===== src/rtl/mac_unit_pipelined.sv =====
// Two-stage signed multiply-accumulate: c_out = a*b + c_in, wrapping modulo 2^ACCUM_WIDTH.
// Stage _p1 holds the exact product and the addend; stage _p2 holds the accumulated result.
module mac_unit_pipelined #(
   parameter int DATA_WIDTH  = 8,
   parameter int ACCUM_WIDTH = 24
) (
   input  logic                   clk,
   input  logic                   rst_n,
   input  logic                   en,
   input  logic [DATA_WIDTH-1:0]  a,
   input  logic [DATA_WIDTH-1:0]  b,
   input  logic [ACCUM_WIDTH-1:0] c_in,
   output logic [ACCUM_WIDTH-1:0] c_out
);

   localparam int PROD_W = 2 * DATA_WIDTH;

   // Sign-extend the exact product into the accumulator width.
   function automatic logic signed [ACCUM_WIDTH-1:0] sext_prod(input logic signed [PROD_W-1:0] p);
      return ACCUM_WIDTH'(p);
   endfunction

   // Two's complement add that wraps silently; no saturation by design.
   function automatic logic signed [ACCUM_WIDTH-1:0] wrap_add(input logic signed [ACCUM_WIDTH-1:0] x,
                                                               input logic signed [ACCUM_WIDTH-1:0] y);
      return x + y;
   endfunction

   logic signed [DATA_WIDTH-1:0]  a_p0;
   logic signed [DATA_WIDTH-1:0]  b_p0;
   logic signed [ACCUM_WIDTH-1:0] c_p0;
   logic signed [PROD_W-1:0]      prod_p0;

   logic signed [PROD_W-1:0]      prod_p1;
   logic signed [ACCUM_WIDTH-1:0] c_p1;
   logic signed [ACCUM_WIDTH-1:0] sum_p2;

   assign a_p0    = a;
   assign b_p0    = b;
   assign c_p0    = c_in;
   assign prod_p0 = a_p0 * b_p0;

   // ---- stage 1: exact product and addend capture ----
   always_ff @(posedge clk) begin
      if (rst_n) begin
         prod_p1 <= '0;
         c_p1    <= '0;
      end else if (en) begin
         prod_p1 <= prod_p0;
         c_p1    <= c_p0;
      end
   end

   // ---- stage 2: accumulate ----
   always_ff @(posedge clk) begin
      if (rst_n) begin
         sum_p2 <= '0;
      end else if (en) begin
         sum_p2 <= wrap_add(sext_prod(prod_p1), c_p1);
      end
   end

   assign c_out = sum_p2;

endmodule


===== config.mk =====
export PLATFORM = sky130hd
export DESIGN_NAME = mac_unit_pipelined
export DESIGN_NICKNAME = d
export VERILOG_FILES = /design/src/rtl/mac_unit_pipelined.sv
export SDC_FILE = /design/constraint.sdc
export NUM_CORES = 1
export LEC_CHECK = 0
export CAP_MARGIN = 20
export CORE_ASPECT_RATIO = 0.9
export CORE_MARGIN = 3
export CORE_UTILIZATION = 40
export DETAILED_ROUTE_END_ITERATION = 6
export PLACE_DENSITY_LB_ADDON = 0.2
export SKIP_CTS_REPAIR_TIMING = 1
export SLEW_MARGIN = 15
export SYNTH_ARGS = -nofsm -noshare
export SYNTH_HDL_FRONTEND = slang
export SYNTH_SLANG_ARGS = --single-unit

===== constraint.sdc =====
create_clock -name clk -period 4.2 [get_ports clk]
set_clock_uncertainty 0.1 [all_clocks]
set_input_delay 0.42 -clock clk [delete_from_list [all_inputs] [get_ports clk]]
set_output_delay 0.42 -clock clk [all_outputs]
set_load 0.05 [all_outputs]

Word level (Yosys, flattened, before mapping)

Index checks and enable logic that the tools add are counted.

Add/subtract/negate cells: 1
$mul: 1

Operators by type and width:

| kind           | number |
|---|---|
| $add 16x24->24 | 1 |
| $mul 8x8->16   | 1 |

Flip-flop bits (word level): 64
Input port bits: 43
Output and inout port bits: 24
Word-level logic and storage cells: 5

Longest topological paths before layout

Gate-level depths: netlist of the first run.

Depth in word-level cells: 1
Depth in mapped cells: 19
Mapped depth without buffers: 19

Worst setup path after synthesis of the first run

OpenSTA, ideal clock, no wires.

Kind: input to register
From: input a[7]
To: register prod_p1[14]
Library setup time: 0.129 ns
Arrival time: 4.200 ns
Required time: 3.971 ns
Slack: -0.229 ns
Stages on the path: 15
Buffers on the path: 0
Path through: and2_1 > fa_1 > inv_1 > fa_1 > inv_1 > fa_1 > inv_1 > fa_1 > inv_1 > ha_1 > or4_1 > o22ai_1 > o21ai_0 > xnor2_1 > o21ai_0

Cells in the longest elaborated chain, start to end: 1

RTL lines:

| element              | RTL line | RTL |
|---|---|---|
| start, declared      | 10       | `input logic [DATA_WIDTH-1:0] a,` |
| $mul 8x8->16         | 41       | `assign prod_p0 = a_p0 * b_p0;` |
| end signal, assigned | 49       | `prod_p1 <= prod_p0;` |
| end, declared        | 34       | `logic signed [PROD_W-1:0] prod_p1;` |

Every way passes these cells.
A chain may end at the register's enable or synchronous reset.

Worst setup path in the final report of the first run

From: input b[7]
To: register prod_p1[14]

Cells in the longest elaborated chain, start to end: 1

RTL lines:

| element         | RTL line | RTL |
|---|---|---|
| start, declared | 11       | `input logic [DATA_WIDTH-1:0] b,` |
| $mul 8x8->16    | 41       |  |

Every way passes these cells.

==> results.tsv, run 1 <==
metric	value	unit
cpMostUsedCell	fa_1	
port_buffers	66	
outcome	complete, no violations	
synthCells	633	
ys_warn_count	0	
multi_input_area	4170	um2
die_h	119	um
crit_fanout	6	
vias_per_cell	4.91	
die_w	132	um
critPathCaptureType	register	
area_growth	29.2	%
drive_gt1_share	17.4	%
io_pins	67	
post-place-ws	-0.858	ns
period_minus_slack	4.08	ns
yosysSeqAreaShare	22.5	%
path_cells	buf_4 -> nor2b_2 -> fa_1 -> fa_1 -> fa_1 -> inv_1 -> fa_1 -> inv_1 -> ha_4 -> buf_4 -> or4_4 -> o22ai_4 -> o21ai_2 -> xnor2_1 -> o21ai_1	
numClockSinks	64	
cts.clk_slew.worst_paths	0.05	ns
fin_cells	940	
n_fill_cell	1290	
cts_tree	done	
diodes	0	
worst_path_largest_cell_delay	0.57	ns
syn-num-nets	784	
synth.distinct_cells	48	
setup_viol	0	
maxSlewHeadroom	39.4	%
area.sequential	1280	um2
cpLargestDelayFamily	adder cells	
worst-setup-path-type	primary input to register	
power_leakage	3.51	nW
synth-seq-cells	64	
cap_violations	0	
synth_edf_count	0	
synthArstFlopShare	0	%
arrival	4.17	ns
num_vias	4613	
grt_pass1_wl	21900	um
layout_commonest_cell	inv_1	
cp-start-kind	primary input	
cp_data_required_time	4.30	ns
final-max-slew-violation-count	0	
antenna_found_initial	0	
cts_max_level	3	
finalCritPeriodShare	97.1	%
grt_max_degree	34	
dieArea	15700	um2
netlist_area	5700	um2
path_buf_inv	4	
clock_latency	0.33	ns
syn_area_per_cell	9.00	um2
rsz0062_at_grt	true	
grt_pass1_vias	4783	
overflow	0	
hold_violations	0	
numCtsBuffers	9	
clock.fmax	0.245	GHz
p_per_area	544	nW/um2
postRouteAntennaNets	0	
hpwl	10200	um
gp_congestion	0.896	
clk_path_buf_depth	2	
most-common-layout-cells	79 x inv_1, 64 x dfxtp_1, 61 x nor2_1	
synth_top_cell_area_share	22.5	%
cts_root_buf	clkbuf_16	
fin_tns_setup	0	ns
first_pass_iters	5	
synth_flop_cell	dfxtp_1	
synth_area_leader_cell	dfxtp_1	
worst_path_max_delay_cell	fa_1	
drc	0	
totalWireLength	12700	um
vdd_ir_drop_max	0.283	mV
min_path_type	register to register	
grt_use_total	16.7	%
layout_setup_ws	0.121	ns
drt-initial-drc-count	188	
netlist_top_cells_area	dfxtp_1 22%, fa_1 20%, ha_1 11%	
num-nets-final	898	
start_util	41.8	%
worst_pin_slew	0.906	ns
core	13600	um2
rows	40	
wire_per_inst	13.5	um
dp_cells	922	
## metal layers
metal | global-route usage (%) | vias to the layer above | wire length, um
met5 | 0 | - | 0
met4 | 3.74 | 0 | 124
met3 | 4.18 | 14 | 549
met2 | 28.3 | 84 | 6170
met1 | 21.6 | 2191 | 5870
li1 | - | 2324 | -
## synthesized netlist by cell type, types with 6 or more instances
| cell | n |
|---|---|
| o21ai_0 | 19 |
| and2_1 | 39 |
| clkbuf_1 | 12 |
| mux2i_1 | 39 |
| inv_1 | 84 |
| a21oi_1 | 25 |
| nor2_1 | 61 |
| xnor2_1 | 24 |
| a21o_1 | 11 |
| dfxtp_1 | 64 |
| a211oi_1 | 8 |
| nor3_1 | 8 |
| fa_1 | 56 |
| nor2b_1 | 10 |
| ha_1 | 52 |
| nand3_1 | 6 |
| a31oi_1 | 8 |
| xor2_1 | 9 |
| nand2_1 | 45 |
## worst min-delay path, cell delays in order, from the launching register on
cell     delay (ns)
dfxtp_1        0.31
nand2_1        0.05
o21ai_1        0.05
## where the power goes
| group | internal, mW | total (mW) | leakage, nW | switching, mW |
|---|---|---|---|---|
| clock network | 0.547 | 0.798 | 0.159 | 0.251 |
| logic | 1.22 | 2.43 | 2.82 | 1.21 |
| registers | 0.708 | 0.776 | 0.527 | 0.0688 |
## state kept, by name, indices dropped and copies added (netlist names)
name     cells
prod_p1     16
c_p1        24
c_out       24
## final cells by class
type | instances | share of cell area [%]
Sequential cell | 64 | 17.4
Multi-Input combinational cell | 466 | 56.7
Clock inverter | 3 | 0.884
Clock buffer | 12 | 3.49
Inverter | 85 | 4.34
Tap cell | 189 | 3.21
Timing Repair Buffer | 121 | 14.0
## final timing paths
path,startpoint,endpoint,slack [ns],cells past startpoint
worst min register to register,c_out[18],c_out[18],0.35,2
worst min-delay path,c_out[18],c_out[18],0.35,2
worst max register to register,c_p1[0],c_out[20],1.56,10
worst max-delay path,b[7],prod_p1[14],0.12,15
## kinds of logic (layout without fill, tap and decap cells)
family,count (synthesis),count (layout),share of synthesized area [%]
buf+inv,103,221,6.92
compound gates,99,99,11.6
xor+xnor,33,33,5.07
fa+ha+maj,108,108,31.1
flops,64,64,22.5
mux,41,41,7.25
simple gates,185,185,15.6
## stage by stage
step                      hold slack [ns]  area, um2  power, mW  utilization (%)
after CTS                           0.351       7270       3.91             53.4
final                               0.349       7360       4.01             54.1
after detailed placement            0.344       6940       3.08             51.0
after floorplan                     0.330       5740       2.36                -
after global routing                0.359       7360       4.39             54.1
after global placement              0.338       6940       3.06             51.0
Note: power is estimated with default switching activity, not from simulation.
==> inputs of run 2 (changes only) <==
--- a/config.mk
+++ b/config.mk
@@ -7,8 +7,9 @@
 export LEC_CHECK = 0
 export CAP_MARGIN = 20
 export CORE_ASPECT_RATIO = 0.9
-export CORE_MARGIN = 3
+export CORE_MARGIN = 4
 export CORE_UTILIZATION = 40
+export CTS_CLUSTER_DIAMETER = 60
 export DETAILED_ROUTE_END_ITERATION = 6
 export PLACE_DENSITY_LB_ADDON = 0.2
 export SKIP_CTS_REPAIR_TIMING = 1
==> results.tsv, run 2 (synthesis results as in run 1) <==
metric	value	unit
die_h	121	um
design_area	7420	um2
p_sw	1.56	mW
wire_per_inst	13.5	um
most-common-layout-cells	73 x inv_1, 64 x dfxtp_1, 60 x nor2_1	
core	14000	um2
dp_cells	924	
fin_cells	943	
layout_setup_ws	0.142	ns
grt_use_total	16.6	%
area_growth	30.2	%
period_minus_slack	4.06	ns
critPathCaptureType	register	
r2r_start	c_p1[0]	
rrSetupSlack	1.52	ns
grt_pass1_wl	22100	um
min-delay-start	rst_n	
p_clk_share	19.6	%
seqPwrFrac	19.3	%
cp_data_required_time	4.27	ns
ff2ff_path_depth	10	
setup_viol	0	
drt-initial-drc-count	156	
crit_fanout	9	
vdd_ir_drop_max	0.261	mV
cap_violations	0	
numCtsBuffers	9	
grt_pass1_vias	4915	
drive_gt1_share	18.9	%
overflow	0	
grt_max_degree	41	
power_leakage	3.50	nW
min_path_type	primary input to register	
cts.clk_slew.worst_paths	0.05	ns
vias_per_cell	4.87	
p_comb_share	61.1	%
totalWireLength	12700	um
cts_tree	done	
min_delay_path_depth	2	
place_area	6930	um2
start_util	40.7	%
num-nets-final	896	
post-place-ws	-0.826	ns
first_pass_iters	4	
dieArea	16200	um2
num_vias	4591	
hold_violations	0	
final-max-slew-violation-count	0	
finalCritPeriodShare	96.6	%
cp-start-kind	primary input	
drc	0	
p_per_area	541	nW/um2
numClockSinks	64	
final_util	53.0	%
holdWs	0.341	ns
clock_latency	0.33	ns
worst-setup-path-type	primary input to register	
outcome	complete, no violations	
maxSlewHeadroom	40.4	%
r2r_end	c_out[20]	
intPower	2.45	mW
cts_root_buf	clkbuf_16	
diodes	0	
antenna_found_initial	0	
hold_end	prod_p1[10]	
rows	41	
postRouteAntennaNets	0	
clk_path_buf_depth	2	
die_w	134	um
p_sw_share	38.8	%
arrival	4.13	ns
worst_pin_slew	0.891	ns
layout_commonest_cell	inv_1	
gp_congestion	0.821	
port_buffers	66	
io_pins	67	
cts_max_level	3	
hpwl	10400	um
clock.fmax	0.246	GHz
==> run 2: through the flow <==
step | power, mW | TNS, ns
2_1_floorplan | 2.36 | 0
3_3_place_gp | 3.05 | -5.49
3_5_place_dp | 3.08 | -5.92
4_1_cts | 3.88 | -2.60
5_1_grt | 4.41 | -0.00708
6_report | 4.01 | 0
==> run 2: cell type report <==
type,instances,area [um2]
clock buffers,9,225
clock inverters,7,96.3
fillers,1310,6590
inverters,85,319
multi-input cells,466,4210
flip-flops and latches,64,1280
well taps,193,241
repair buffers,119,1050
==> run 2: worst max-delay path by stage <==
stage,startpoint,to,cells after the start,slack [ns]
3_5_place_dp,b[4],prod_p1[13],16,-0.83
2_1_floorplan,a[7],prod_p1[14],15,0.006
5_1_grt,b[4],prod_p1[14],16,-0.007
4_1_cts,b[4],prod_p1[13],18,-0.48
6_report,b[6],prod_p1[12],14,0.14
3_3_place_gp,a[7],prod_p1[14],16,-0.77
==> run 2: metal layers <==
metal / vias up / share of wire (%) / track usage (%)
li1: 2315 / - / -
met4: 0 / 0.75 / 3.92
met1: 2198 / 47 / 21.7
met5: - / 0 / 0
met2: 68 / 49 / 28.6
met3: 10 / 3.1 / 2.90
==> run 2: worst max-delay path, cell delays in order <==
cell and delay, ns:
clkbuf_4 0.16, and2_1 0.18, fa_1 0.50, fa_1 0.42
fa_1 0.50, inv_1 0.06, fa_1 0.52, inv_1 0.06
ha_4 0.17, buf_4 0.14, or4_4 0.53, o22ai_4 0.16
xor2_1 0.21, a211oi_2 0.09
==> run 2: power by group through the flow <==
stage	combinational (mW)	clock, mW	sequential (mW)
floorplan	1.46	0	0.903
global placement	2.27	0	0.787
detailed placement	2.29	0	0.790
CTS	2.30	0.805	0.778
global route	2.80	0.830	0.786
finish	2.45	0.787	0.775
==> inputs of run 3 (changes only) <==
--- a/config.mk
+++ b/config.mk
@@ -5,7 +5,7 @@
 export SDC_FILE = /design/constraint.sdc
 export NUM_CORES = 1
 export LEC_CHECK = 0
-export CAP_MARGIN = 20
+export CAP_MARGIN = 40
 export CORE_ASPECT_RATIO = 0.9
 export CORE_MARGIN = 4
 export CORE_UTILIZATION = 40
==> results.tsv, run 3 (synthesis results as in run 1) <==
metric	value	unit
outcome	complete, no violations	
path_cells	clkbuf_4 -> nand2_2 -> fa_1 -> inv_1 -> fa_1 -> fa_1 -> inv_2 -> fa_1 -> inv_1 -> ha_4 -> buf_4 -> or4_4 -> o22ai_4 -> o21ai_2 -> xnor2_1 -> o21ai_1	
antenna_found_initial	0	
setup_viol	0	
wl_met2	6260	um
postRouteAntennaNets	0	
worst_pin_slew	0.790	ns
worst_path_max_delay_cell	or4_4	
wl_met3	402	um
numCtsBuffers	9	
die_w	134	um
p_per_area	550	nW/um2
drc	0	
cap_violations	0	
wire_per_inst	13.6	um
cts.clk_slew.worst_paths	0.05	ns
holdWs	0.340	ns
final_util	53.0	%
start_util	40.7	%
critPathCaptureType	register	
vdd_ir_drop_max	0.278	mV
most-common-layout-cells	75 x inv_1, 64 x dfxtp_1, 60 x nor2_1	
numClockSinks	64	
layout_commonest_cell	inv_1	
area_growth	30.3	%
clock_latency	0.33	ns
worst-setup-path-type	primary input to register	
dr.max_layer_used	met4	
maxSlewHeadroom	47.4	%
cts_tree	done	
min_path_type	primary input to register	
cp-start-kind	primary input	
clk_path_buf_depth	2	
cpLargestDelayFamily	adder cells	
grt_use_total	16.6	%
vias_per_cell	4.84	
period_minus_slack	4.10	ns
grt_pass1_vias	4930	
worst_path_largest_cell_delay	0.53	ns
rows	41	
hpwl	10400	um
core	14000	um2
cpMostUsedCell	fa_1	
gp_congestion	0.821	
io_pins	67	
grt_pass1_wl	22000	um
port_buffers	66	
design_area	7420	um2
cts_max_level	3	
dieArea	16200	um2
finalCritPeriodShare	97.5	%
final-max-slew-violation-count	0	
totalWireLength	12800	um
fin_tns_setup	0	ns
num-nets-final	898	
wl_met1	6010	um
grt_max_degree	41	
hold_violations	0	
drt-initial-drc-count	146	
power_leakage	3.53	nW
cp_data_required_time	4.30	ns
clock.fmax	0.244	GHz
drive_gt1_share	18.8	%
diodes	0	
die_h	121	um
place_area	6940	um2
crit_fanout	7	
num_vias	4566	
arrival	4.19	ns
path_buf_inv	5	
cts_root_buf	clkbuf_16	
overflow	0	
first_pass_iters	4	
run 3: changes by cell type in the layout (fill, tap and decap cells not counted), moves of 3 or more:
| cell | before | now |
|---|---|---|
| clkbuf_2 | 2 | 5 |
| buf_6 | 8 | 4 |
| buf_4 | 53 | 59 |
| clkinvlp_4 | 3 | 0 |
| clkbuf_8 | 0 | 4 |
run 3: final timing paths:
path                                start     endpoint  slack (ns)  depth (start not counted)
worst max-delay path                 a[5]  prod_p1[14]        0.10                         16
worst min-delay path                rst_n  prod_p1[10]        0.34                          2
worst max register to register    c_p1[0]    c_out[20]        1.50                         10
worst min register to register  c_out[18]    c_out[18]        0.36                          2
run 3: worst reg2reg max path, cell delays in order (launching register included):
cell and delay, ns:
dfxtp_1 0.33, ha_1 0.17, inv_1 0.06, fa_1 0.39, nor2b_1 0.21, o31ai_1 0.13
a31oi_1 0.35, a221o_1 0.32, a21o_1 0.22, nor2_1 0.08, a211o_1 0.23
run 3: per-layer routing:
metal | vias up | GRT usage [%]
met5 | - | 0
met4 | 0 | 3.53
met3 | 12 | 3.73
met2 | 55 | 29.1
met1 | 2185 | 21.0
li1 | 2314 | -
run 3: final cells by class:
type,instances,area [um2]
clock buffer,13,280
inverter,85,319
timing repair buffer,121,1030
sequential,64,1280
tap,193,241
clock inverter,2,60.1
fill,1317,6580
multi-input combinational,466,4210
run 3: per-stage QoR:
stage               total power [mW]  setup WS, ns  cells
floorplan                       2.36       0.00612    633
global placement                3.05        -0.771    924
detailed placement              3.08        -0.822    925
CTS                             3.93        -0.461    940
global route                    4.46       -0.0138    944
finish                          4.08         0.105    944
run 3: report_power, final:
part           internal [mW]  total [mW]  leakage, nW  switching, mW
sequential             0.708       0.776        0.527         0.0680
combinational           1.24        2.48         2.83           1.24
clock                  0.580       0.828        0.168          0.248
